--- src/rtl/kbjoy_pkg.sv ---
// Shared scancodes, joystick bit positions and PS/2 frame states for the
// arcade_kbd_joy keyboard front end.
package kbjoy_pkg;

  localparam int JOY_W = 10;

  localparam logic [7:0] SC_E0    = 8'hE0;
  localparam logic [7:0] SC_F0    = 8'hF0;
  localparam logic [7:0] SC_E1    = 8'hE1;

  localparam logic [7:0] SC_SPACE = 8'h29;
  localparam logic [7:0] SC_1     = 8'h16;
  localparam logic [7:0] SC_2     = 8'h1E;
  localparam logic [7:0] SC_5     = 8'h2E;
  localparam logic [7:0] SC_LEFT  = 8'h6B;
  localparam logic [7:0] SC_RIGHT = 8'h74;
  localparam logic [7:0] SC_DOWN  = 8'h72;
  localparam logic [7:0] SC_UP    = 8'h75;
  localparam logic [7:0] SC_LCTRL = 8'h14;
  localparam logic [7:0] SC_LALT  = 8'h11;

  localparam int JB_FIRE   = 0;
  localparam int JB_START1 = 1;
  localparam int JB_START2 = 2;
  localparam int JB_COIN   = 3;
  localparam int JB_LEFT   = 4;
  localparam int JB_RIGHT  = 5;
  localparam int JB_DOWN   = 6;
  localparam int JB_UP     = 7;
  localparam int JB_FIRE2  = 8;
  localparam int JB_FIRE3  = 9;

  // Bytes swallowed after an E1 prefix (tail of the Pause make sequence).
  localparam logic [2:0] PAUSE_SKIP = 3'd7;

  typedef enum logic [1:0] {
    IDLE,
    DATA,
    PARITY,
    STOP
  } frameState_t;

  // One-hot joystick bit for a scancode; zero when the (ext, code) pair is unmapped.
  function automatic logic [JOY_W-1:0] keyMask(input logic ext, input logic [7:0] code);
    logic [JOY_W-1:0] m;
    m = '0;
    if (!ext) begin
      case (code)
        SC_SPACE: m[JB_FIRE]   = 1'b1;
        SC_1:     m[JB_START1] = 1'b1;
        SC_2:     m[JB_START2] = 1'b1;
        SC_5:     m[JB_COIN]   = 1'b1;
        SC_LCTRL: m[JB_FIRE2]  = 1'b1;
        SC_LALT:  m[JB_FIRE3]  = 1'b1;
        default:  m = '0;
      endcase
    end else begin
      case (code)
        SC_LEFT:  m[JB_LEFT]  = 1'b1;
        SC_RIGHT: m[JB_RIGHT] = 1'b1;
        SC_DOWN:  m[JB_DOWN]  = 1'b1;
        SC_UP:    m[JB_UP]    = 1'b1;
        default:  m = '0;
      endcase
    end
    return m;
  endfunction

endpackage

--- src/rtl/ps2_rx.sv ---
// PS/2 receive path: synchroniser, run-length glitch filter, frame FSM and
// inactivity timeout. Odd-parity checking is enabled by KBJOY_PARITY_EN.
module ps2_rx
  import kbjoy_pkg::*;
#(
  parameter int FILT_LEN       = 8,
  parameter int TIMEOUT_CYCLES = 18000
) (
  input  logic       clk,
  input  logic       reset,
  input  logic       ps2_kbd_clk,
  input  logic       ps2_kbd_data,
  output logic       byte_valid,
  output logic [7:0] byte_data,
  output logic       frame_err
);

  localparam int FW = $clog2(FILT_LEN + 1);
  localparam int TW = $clog2(TIMEOUT_CYCLES + 1);

  logic [1:0]    r_clkSync;
  logic [1:0]    r_datSync;
  logic          r_clkFilt;
  logic          r_datFilt;
  logic [FW-1:0] r_clkCnt;
  logic [FW-1:0] r_datCnt;
  logic          r_clkPrev;
  logic          w_strobe;

  frameState_t   r_state;
  frameState_t   w_stateNext;
  logic [2:0]    r_bitCnt;
  logic [2:0]    w_bitCntNext;
  logic [7:0]    r_shift;
  logic [7:0]    w_shiftNext;
  logic [TW-1:0] r_toCnt;
  logic [TW-1:0] w_toNext;
  logic          w_emit;
  logic          w_err;
  logic          w_parOk;
  logic          r_byteValid;
  logic [7:0]    r_byteData;
  logic          r_frameErr;

  // Sync flops and filters idle high so a released bus never looks like a start.
  always_ff @(posedge clk or posedge reset) begin
    if (reset) begin
      r_clkSync <= 2'b11;
      r_datSync <= 2'b11;
    end else begin
      r_clkSync <= {r_clkSync[0], ps2_kbd_clk};
      r_datSync <= {r_datSync[0], ps2_kbd_data};
    end
  end

  always_ff @(posedge clk or posedge reset) begin
    if (reset) begin
      r_clkFilt <= 1'b1;
      r_clkCnt  <= '0;
      r_clkPrev <= 1'b1;
    end else begin
      r_clkPrev <= r_clkFilt;
      if (r_clkSync[1] == r_clkFilt) begin
        r_clkCnt <= '0;
      end else if (r_clkCnt == FW'(FILT_LEN - 1)) begin
        r_clkFilt <= r_clkSync[1];
        r_clkCnt  <= '0;
      end else begin
        r_clkCnt <= r_clkCnt + FW'(1);
      end
    end
  end

  always_ff @(posedge clk or posedge reset) begin
    if (reset) begin
      r_datFilt <= 1'b1;
      r_datCnt  <= '0;
    end else begin
      if (r_datSync[1] == r_datFilt) begin
        r_datCnt <= '0;
      end else if (r_datCnt == FW'(FILT_LEN - 1)) begin
        r_datFilt <= r_datSync[1];
        r_datCnt  <= '0;
      end else begin
        r_datCnt <= r_datCnt + FW'(1);
      end
    end
  end

  assign w_strobe = r_clkPrev & ~r_clkFilt;

`ifdef KBJOY_PARITY_EN
  logic r_parOk;

  always_ff @(posedge clk or posedge reset) begin
    if (reset) begin
      r_parOk <= 1'b0;
    end else if (w_strobe && (r_state == PARITY)) begin
      r_parOk <= ^{r_shift, r_datFilt};
    end
  end

  assign w_parOk = r_parOk;
`else
  assign w_parOk = 1'b1;
`endif

  // A strobe takes priority over the timeout so a late-but-live frame survives.
  always_comb begin
    w_stateNext  = r_state;
    w_bitCntNext = r_bitCnt;
    w_shiftNext  = r_shift;
    w_toNext     = r_toCnt;
    w_emit       = 1'b0;
    w_err        = 1'b0;
    if (w_strobe) begin
      w_toNext = '0;
      case (r_state)
        IDLE: begin
          if (!r_datFilt) begin
            w_stateNext  = DATA;
            w_bitCntNext = '0;
          end
        end
        DATA: begin
          w_shiftNext  = {r_datFilt, r_shift[7:1]};
          w_bitCntNext = r_bitCnt + 3'd1;
          if (r_bitCnt == 3'd7) w_stateNext = PARITY;
        end
        PARITY: begin
          w_stateNext = STOP;
        end
        STOP: begin
          if (r_datFilt && w_parOk) w_emit = 1'b1;
          else                      w_err  = 1'b1;
          w_stateNext = IDLE;
        end
        default: w_stateNext = IDLE;
      endcase
    end else if (r_state == IDLE) begin
      w_toNext = '0;
    end else if (r_toCnt == TW'(TIMEOUT_CYCLES - 1)) begin
      w_toNext    = '0;
      w_stateNext = IDLE;
      w_err       = 1'b1;
    end else begin
      w_toNext = r_toCnt + TW'(1);
    end
  end

  always_ff @(posedge clk or posedge reset) begin
    if (reset) begin
      r_state     <= IDLE;
      r_bitCnt    <= '0;
      r_shift     <= '0;
      r_toCnt     <= '0;
      r_byteValid <= 1'b0;
      r_byteData  <= '0;
      r_frameErr  <= 1'b0;
    end else begin
      r_state     <= w_stateNext;
      r_bitCnt    <= w_bitCntNext;
      r_shift     <= w_shiftNext;
      r_toCnt     <= w_toNext;
      r_byteValid <= w_emit;
      r_frameErr  <= w_err;
      if (w_emit) r_byteData <= r_shift;
    end
  end

  assign byte_valid = r_byteValid;
  assign byte_data  = r_byteData;
  assign frame_err  = r_frameErr;

endmodule

--- src/rtl/arcade_kbd_joy.sv ---
// PS/2 set-2 keyboard to 10-bit arcade joystick vector: prefix tracking,
// Pause-sequence skipping and key map. Optional parity check: KBJOY_PARITY_EN.
module arcade_kbd_joy
  import kbjoy_pkg::*;
#(
  parameter int FILT_LEN       = 8,
  parameter int TIMEOUT_CYCLES = 18000
) (
  input  logic             clk,
  input  logic             reset,
  input  logic             ps2_kbd_clk,
  input  logic             ps2_kbd_data,
  output logic [JOY_W-1:0] joystick,
  output logic             frame_err
);

  logic             w_byteValid;
  logic [7:0]       w_byteData;
  logic [JOY_W-1:0] w_mask;
  logic             r_ext;
  logic             r_brk;
  logic [2:0]       r_skip;
  logic [JOY_W-1:0] r_joy;

  ps2_rx #(
    .FILT_LEN      (FILT_LEN),
    .TIMEOUT_CYCLES(TIMEOUT_CYCLES)
  ) u_rx (
    .clk         (clk),
    .reset       (reset),
    .ps2_kbd_clk (ps2_kbd_clk),
    .ps2_kbd_data(ps2_kbd_data),
    .byte_valid  (w_byteValid),
    .byte_data   (w_byteData),
    .frame_err   (frame_err)
  );

  assign w_mask = keyMask(r_ext, w_byteData);

  // Prefixes only latch state; any other byte consumes them whether mapped or not.
  always_ff @(posedge clk or posedge reset) begin
    if (reset) begin
      r_ext  <= 1'b0;
      r_brk  <= 1'b0;
      r_skip <= '0;
      r_joy  <= '0;
    end else if (w_byteValid) begin
      if (r_skip != 3'd0) begin
        r_skip <= r_skip - 3'd1;
      end else if (w_byteData == SC_E0) begin
        r_ext <= 1'b1;
      end else if (w_byteData == SC_F0) begin
        r_brk <= 1'b1;
      end else if (w_byteData == SC_E1) begin
        r_skip <= PAUSE_SKIP;
      end else begin
        r_joy <= r_brk ? (r_joy & ~w_mask) : (r_joy | w_mask);
        r_ext <= 1'b0;
        r_brk <= 1'b0;
      end
    end
  end

  assign joystick = r_joy;

endmodule

--- config.mk ---
export PLATFORM = sky130hd
export DESIGN_NAME = arcade_kbd_joy
export DESIGN_NICKNAME = d
export VERILOG_FILES = /design/src/rtl/kbjoy_pkg.sv /design/src/rtl/ps2_rx.sv /design/src/rtl/arcade_kbd_joy.sv
export SDC_FILE = /design/constraint.sdc
export NUM_CORES = 1
export LEC_CHECK = 0
export ABC_AREA = 1
export CAP_MARGIN = 25
export CORE_AREA = 3 3 80 82
export DETAILED_ROUTE_END_ITERATION = 6
export DIE_AREA = 0 0 83 85
export PLACE_DENSITY = 0.77
export SYNTH_ARGS = -nofsm -noshare
export SYNTH_HDL_FRONTEND = slang
export SYNTH_SLANG_ARGS = --single-unit
--- constraint.sdc ---
create_clock -name clk -period 3.4 [get_ports clk]
set_input_delay 1.02 -clock clk [delete_from_list [all_inputs] [get_ports clk]]
set_output_delay 1.02 -clock clk [all_outputs]
set_load 0.005 [all_outputs]
* Word-level counts from Yosys, hierarchy flattened
Index checks and enable logic that the tools add are counted.
Word-level totals: register bits after elaboration 68, output and inout port bits 11
Operators by class: bitwise logic cells 11, reduce and logical (&&, ||, !) cells 14, mux-type cells 43, add/sub/neg operators 5, equal/unequal tests 30
Operators with widths (number):
- 15-bit 2-to-1 mux | 3
- 8-bit by 5-bit equality test with 1-bit output, second input constant | 4
- 8-bit by 7-bit equality test with 1-bit output, second input constant | 4
- 8-bit equality test, second input constant | 3
- 1-bit 2-to-1 mux | 22
- 10-bit 2-to-1 mux | 2
- 8-bit by 6-bit equality test with 1-bit output, second input constant | 2
- 4-bit 2-to-1 mux | 4
- 4-bit AND reduction | 4
- 15-bit by 1-bit adder with 15-bit output, second input constant | 1
- 15-bit equality test, second input constant | 1
- 3-bit 2-to-1 mux | 5
- 2-bit != test, second input constant | 6
- 10-bit AND | 1
- 2-bit 2-to-1 mux | 5
- 10-bit inverter | 1
- 10-bit OR | 1
- 4-bit by 1-bit adder with 4-bit output, second input constant | 2
- 4-bit by 3-bit equality test with 1-bit output, second input constant | 2
- 2-bit one-hot mux with 4 select lines | 1
- 1-bit inverter | 7
- 3-bit one-hot mux with 2 select lines | 1
- 2-bit AND reduction | 3
- 2-bit nonzero test | 3
- other kinds (13) | 15

* Logic depth before layout (Yosys ltp)
Gate-level depths: netlist of run 1.
depth after elaboration 6, mapped depth 10, gate-level depth less buffers 9

* By module
A second synthesis of run 1 with hierarchy kept.
Unflattened totals: cells, all modules 417, area total of the unflattened synthesis 3422.0 um^2
By module, submodules not included:
- ps2_rx | times used 1, area each 2399.8 um^2, seq. area each 1335.0 um^2, cells each 257
- arcade_kbd_joy | times used 1, area each 1022.2 um^2, seq. area each 375.4 um^2, cells each 160

* Worst setup path before layout of run 1
No wires, ideal clock.
path type register to register, start reg r_skip[0], end reg with a tool-made name, slack 2.019 ns, arrival 1.264 ns, stages on the path, launching flop included 11, path through dfrtp_1 inv_1 ha_1 nand2_1 nor2_1 inv_1 nor2_2 buf_6 nand3_1 nand2_1 nand2_1
RTL lines:
- from (decl) | line arcade_kbd_joy.sv:22 | logic [2:0] r_skip;
- from (signal assigned) | line arcade_kbd_joy.sv:49 | r_skip <= r_skip - 3'd1;

==> impl_metrics.toml, run 1 <==
[global_routing]
grt_pass1_wl_mm = 12.0
grt_start_max_net_pins = 69
antenna_found_initial = 0
grt_usage_pct = 20.9
overflow = 0
grt_pass1_vias = 2838

[yosys]
synth-seq-cells = 68
yosysSeqAreaShare_pct = 50.1
syn_area_sq_um = 3420
ys_warn_count = 0
netlist-cell-type-count = 24
syn_nets = 450
syn_inst = 433
synth_area_per_cell_sq_um = 7.89

[die]
row_count = 28
coreArea_sq_um = 5820
initial_utilization_pct = 58.7
die_area_sq_um = 7060
die_width_um = 83
io-pin-count = 15
dieHeight_um = 85

[power_and_ir_drop]
p_int_w = 0.00136
power_w = 0.00180
power.share.switching_pct = 24.9
p_sw_w = 0.000449
clock_power_share_pct = 40.9
pwr-share-seq_pct = 50.0
pwr-share-comb_pct = 9.1
leakagePower_nw = 1.77
power_density_nw_per_um2 = 470
ir_drop_mv = 0.329

[timing]
postLayoutSetupSlackWorst_ns = 1.17
skew_ns = 0.00848
rsz0062_at_grt = "false"
achievable-frequency_ghz = 0.449
slew_headroom_pct = 67.8
finalSetupTns_ns = 0
final_max_slew_viol_count = 0
fin_crit_sh_pct = 65.5
fin_crit_ns = 2.23
setup_viol = 0
hold_viol = 0
hold_slack_ns = 0.359
worstMarginPinSlew_ns = 0.482

[placed_design]
place_congestion = 0.855
dpl.hpwl_mm = 4.59
io_buffer_count = 14
placed_cell_area_sq_um = 3620
dp_slack_ns = 1.54

[cells_and_area]
fin_area_sq_um = 3840
areaGrowthSynthToFinish_pct = 12.3
drive_gt1_share_pct = 8.10
fillers = 506
fin_nets = 469
num_antenna_cells = 0

[worst_setup_path]
cp_data_required_time_ns = 2.38
worstPathCellList = "clkdlybuf4s50_1"
end_kind = "primary output"
worstSetupStartpointType = "register"
slowest_stage = "clkdlybuf4s50_1"
slowest_delay_ns = 0.50
critPathTopFamily = "buffers and inverters"
worstSetupPathType = "reg2out"
path_max_fanout = 2
cp.buffers_inverters = 1
crit_arrival_ns = 1.21

[clock_network]
cts_resized = 0
cts-root-buf = "clkbuf_8"
numCtsBuffers = 9
clk_pin_slew_worst_paths_ns = 0.07
cts_hold_buf = 0
post_cts_buffers = 0
clock-sinks = 68
cts_tree = "built"
htreeDepth = 3
clockBufferDepth = 2
clkLatencyLatePin_ns = 0.35

[hold_path]
hp-class = "reg2reg"

[route]
wl_per_cell_um = 12.1
dr_total_vias = 2700
drc = 0
ant_nets = 0
via_per_inst = 5.08
wl_mm = 6.46
dr.pass1.iters = 4
dr.first_iter.drc_count = 110

[run]
drv_cap = 0

[run_status]
outcome = "finished, final reports clean"
-- synth_stat cells --
master      n  area [sq um]
a21oi_2     1          8.76
xnor2_1     4          35.0
buf_6       3          33.8
o21ai_1     2          10.0
nor2_4      1          11.3
o21ai_0    23           115
clkbuf_1    2          7.51
nand4_1     4          25.0
nor2_2      6          37.5
nor3_1      8          40.0
dfrtp_1    61          1530
dfstp_2     7           184
inv_1      53           199
or2_2       1          6.26
inv_2       4          15.0
mux2_2      1          11.3
nand2_1   113           424
nand3_1    35           175
a31oi_1     2          12.5
xor2_1      6          52.6
a21oi_1     7          35.0
buf_2       2          10.0
nor2_1     74           278
ha_1       13           163
-- cell families (layout without fill, tap and decap cells) --
family | count (synthesis) | after routing | share of synthesized area [%]
AO/OA/AOI/OAI | 35 | 35 | 5.31
XOR/XNOR | 10 | 10 | 2.56
adder cells (fa/ha/maj) | 13 | 13 | 4.76
buffers and inverters | 64 | 88 | 7.77
flip-flops | 68 | 68 | 50.1
multiplexers | 1 | 1 | 0.330
AND/OR/NAND/NOR | 242 | 242 | 29.2
-- worst paths after layout --
check | start | end | slack (ns) | depth (start not counted)
setup / recovery | register | joystick[9] | 1.17 | 1
hold / removal | u_rx.r_clkSync[0] | u_rx.r_clkSync[1] | 0.36 | 0
setup reg to reg | r_skip[0] | register | 1.61 | 8
hold reg to reg | u_rx.r_clkSync[0] | u_rx.r_clkSync[1] | 0.36 | 0
max in group asynchronous | reset | u_rx.r_datSync[1] | 2.00 | 3
min in group asynchronous | reset | u_rx.r_shift[0] | 1.06 | 3
-- metal layers --
| layer | global-route usage [%] | wire, um | vias up |
|---|---|---|---|
| li1 | - | - | 1384 |
| met1 | 23.1 | 2760 | 1261 |
| met2 | 37.4 | 3320 | 37 |
| met3 | 6.31 | 222 | 18 |
| met4 | 9.06 | 159 | 0 |
| met5 | 0 | 0 | - |
-- power by group through the flow --
stage	logic, W	registers [W]	clock network (W)
after floorplan	0.000129	0.000909	0
after global placement	0.000157	0.000915	0
after detailed placement	0.000168	0.000918	0
after CTS	0.000169	0.000904	0.000755
after global routing	0.000200	0.000911	0.000797
final	0.000164	0.000903	0.000738
-- per-stage QoR --
stage                     std cells  utilization, %
final                           532            66.0
after global routing            532            66.0
after CTS                       532            66.0
after detailed placement        516            62.2
after global placement          516            62.2
after floorplan                 433               -
-- area by class of cell --
class | count | area, sq um | share of cell area (%)
sequential | 68 | 1710 | 44.6
multi-input combinational | 301 | 1440 | 37.5
inverter | 57 | 214 | 5.58
timing repair buffer | 15 | 160 | 4.17
clock buffer | 12 | 145 | 3.78
tap | 75 | 93.8 | 2.45
clock inverter | 4 | 72.6 | 1.89
-- layout by cell type, fill, tap and decap left out, drive strengths merged --
| master | instances |
|---|---|
| dfrtp | 61 |
| o21ai | 25 |
| nand3 | 35 |
| clkbuf | 12 |
| nor2 | 81 |
| a31oi | 2 |
| nor3 | 8 |
| or2 | 1 |
| nand2 | 113 |
| clkdlybuf4s50 | 14 |
| mux2 | 1 |
| dfstp | 7 |
| a21oi | 8 |
| ha | 13 |
| xor2 | 6 |
| buf | 1 |
| clkinv | 1 |
| bufinv | 2 |
| nand4 | 4 |
| inv | 57 |
| xnor2 | 4 |
| clkinvlp | 1 |
Power figures use the tool's default switching activity.
==> run 2, diff against run 1 <==
Clock period 3.4 ns to 2.3 ns, I/O delays scaled along.
==> impl_metrics.toml, run 2 (synthesis gave the netlist of run 1 again) <==
[worst_setup_path]
path_max_fanout = 2
cp_data_required_time_ns = 1.61
critPathTopFamily = "buffers and inverters"
worstSetupPathType = "reg2out"
r2r_slack_ns = 0.60
worstPathCellList = "clkdlybuf4s50_1"
slowest_delay_ns = 0.52
worstSetupStartpointType = "register"
slowest_stage = "clkdlybuf4s50_1"
cp.buffers_inverters = 1
crit_arrival_ns = 1.22
reg2reg_from = "r_skip[0]"
r2r_cells = 9
end_kind = "primary output"

[run_status]
outcome = "finished, final reports clean"

[route]
ant_nets = 0
dr.pass1.iters = 5
wl_per_cell_um = 11.0
dr_total_vias = 2679
wl_mm = 5.87
dr.first_iter.drc_count = 172
drc = 0
via_per_inst = 5.02

[cells_and_area]
num_antenna_cells = 0
regArea_sq_um = 1710
layout_commonest_cell = "nand2_1"
areaGrowthSynthToFinish_pct = 13.3
drive_gt1_share_pct = 8.93
multiInputGateArea_sq_um = 1440
fin_nets = 471
fillers = 496
fin_area_sq_um = 3870
final_cell_mix = "nand2_1, nor2_1, dfrtp_1"

[timing]
finalSetupTns_ns = 0
skew_ns = 0.0126
final_max_slew_viol_count = 0
rsz0062_at_grt = "false"
achievable-frequency_ghz = 0.523
worstMarginPinSlew_ns = 0.464
fin_crit_sh_pct = 83.2
setup_viol = 0
fin_crit_ns = 1.91
slew_headroom_pct = 69.1
hold_viol = 0

[placed_design]
place_congestion = 0.840
io_buffer_count = 14
dpl.hpwl_mm = 4.16
placed_cell_area_sq_um = 3640

[power_and_ir_drop]
ir_drop_mv = 0.617
clock_power_share_pct = 41.6
power_density_nw_per_um2 = 698
power.share.switching_pct = 24.6
p_int_w = 0.00204
leakagePower_nw = 1.79
p_sw_w = 0.000664
pwr-share-seq_pct = 49.4
pwr-share-comb_pct = 9.0

[clock_network]
cts_hold_buf = 0
cts_resized = 0
numCtsBuffers = 9
htreeDepth = 3
clockBufferDepth = 2
cts_tree = "built"
clk_pin_slew_worst_paths_ns = 0.08
clkLatencyLatePin_ns = 0.34
post_cts_buffers = 0
cts-root-buf = "clkbuf_8"
clock-sinks = 68

[global_routing]
grt_pass1_vias = 2510
antenna_found_initial = 0
overflow = 0
grt_usage_pct = 18.2
grt_pass1_wl_mm = 10.6
grt_start_max_net_pins = 69

[die]
dieHeight_um = 85
io-pin-count = 15
die_area_sq_um = 7060
coreArea_sq_um = 5820
die_width_um = 83
initial_utilization_pct = 58.7
row_count = 28

[hold_path]
whs_path_depth = 0
hp-class = "reg2reg"
whs_endpoint = "u_rx.r_clkSync[1]"
min-delay-start = "u_rx.r_clkSync[0]"

[run]
drv_cap = 0
[run 2: cell count changes in the layout (fill, tap and decap cells not counted), sizes merged]
cell,delta
clkbuf,-1
clkinv,+1
buf,+2
[run 2: cell type report]
type,instances,area share (%)
Clock buffer,11,3.91
Clock inverter,5,2.13
Inverter,57,5.62
Multi-Input combinational cell,301,37.2
Sequential cell,68,44.2
Tap cell,75,2.42
Timing Repair Buffer,17,4.52
[run 2: routing by layer]
| layer | up-vias | share of wire, % | global-route usage (%) |
|---|---|---|---|
| met2 | 57 | 45 | 29.2 |
| met1 | 1227 | 50 | 24.3 |
| li1 | 1390 | - | - |
| met4 | 0 | 1.0 | 7.88 |
| met3 | 5 | 3.9 | 3.69 |
| met5 | - | 0 | 0 |
[run 2: metrics by stage]
step | setup slack (ns) | cells | hold slack [ns] | total power [W] | util [%]
after global routing | 0.351 | 534 | 0.364 | 0.00284 | 66.6
final | 0.386 | 534 | 0.356 | 0.00270 | 66.6
after CTS | 0.378 | 534 | 0.357 | 0.00274 | 66.6
after global placement | 0.718 | 518 | 0.346 | 0.00159 | 62.5
after floorplan | 0.874 | 433 | 0.345 | 0.00153 | -
after detailed placement | 0.642 | 518 | 0.347 | 0.00161 | 62.5
[run 2: power groups by stage]
stage / Combinational (W) / Clock [W] / Sequential, W
6_report: 0.000244 / 0.00113 / 0.00133
5_1_grt: 0.000287 / 0.00121 / 0.00135
4_1_cts: 0.000249 / 0.00115 / 0.00134
3_5_place_dp: 0.000248 / 0 / 0.00136
3_3_place_gp: 0.000237 / 0 / 0.00136
2_1_floorplan: 0.000192 / 0 / 0.00134
[run 2: worst max-delay path by stage]
stage | startpoint | end | slack (ns) | cells past startpoint
after floorplan | reset | asynchronous set/reset pin | 0.87 | 1
after global placement | r_skip[0] | register | 0.72 | 9
after detailed placement | r_skip[0] | register | 0.64 | 9
after CTS | register | joystick[2] | 0.38 | 1
after global routing | register | joystick[2] | 0.35 | 1
final | register | joystick[2] | 0.39 | 1
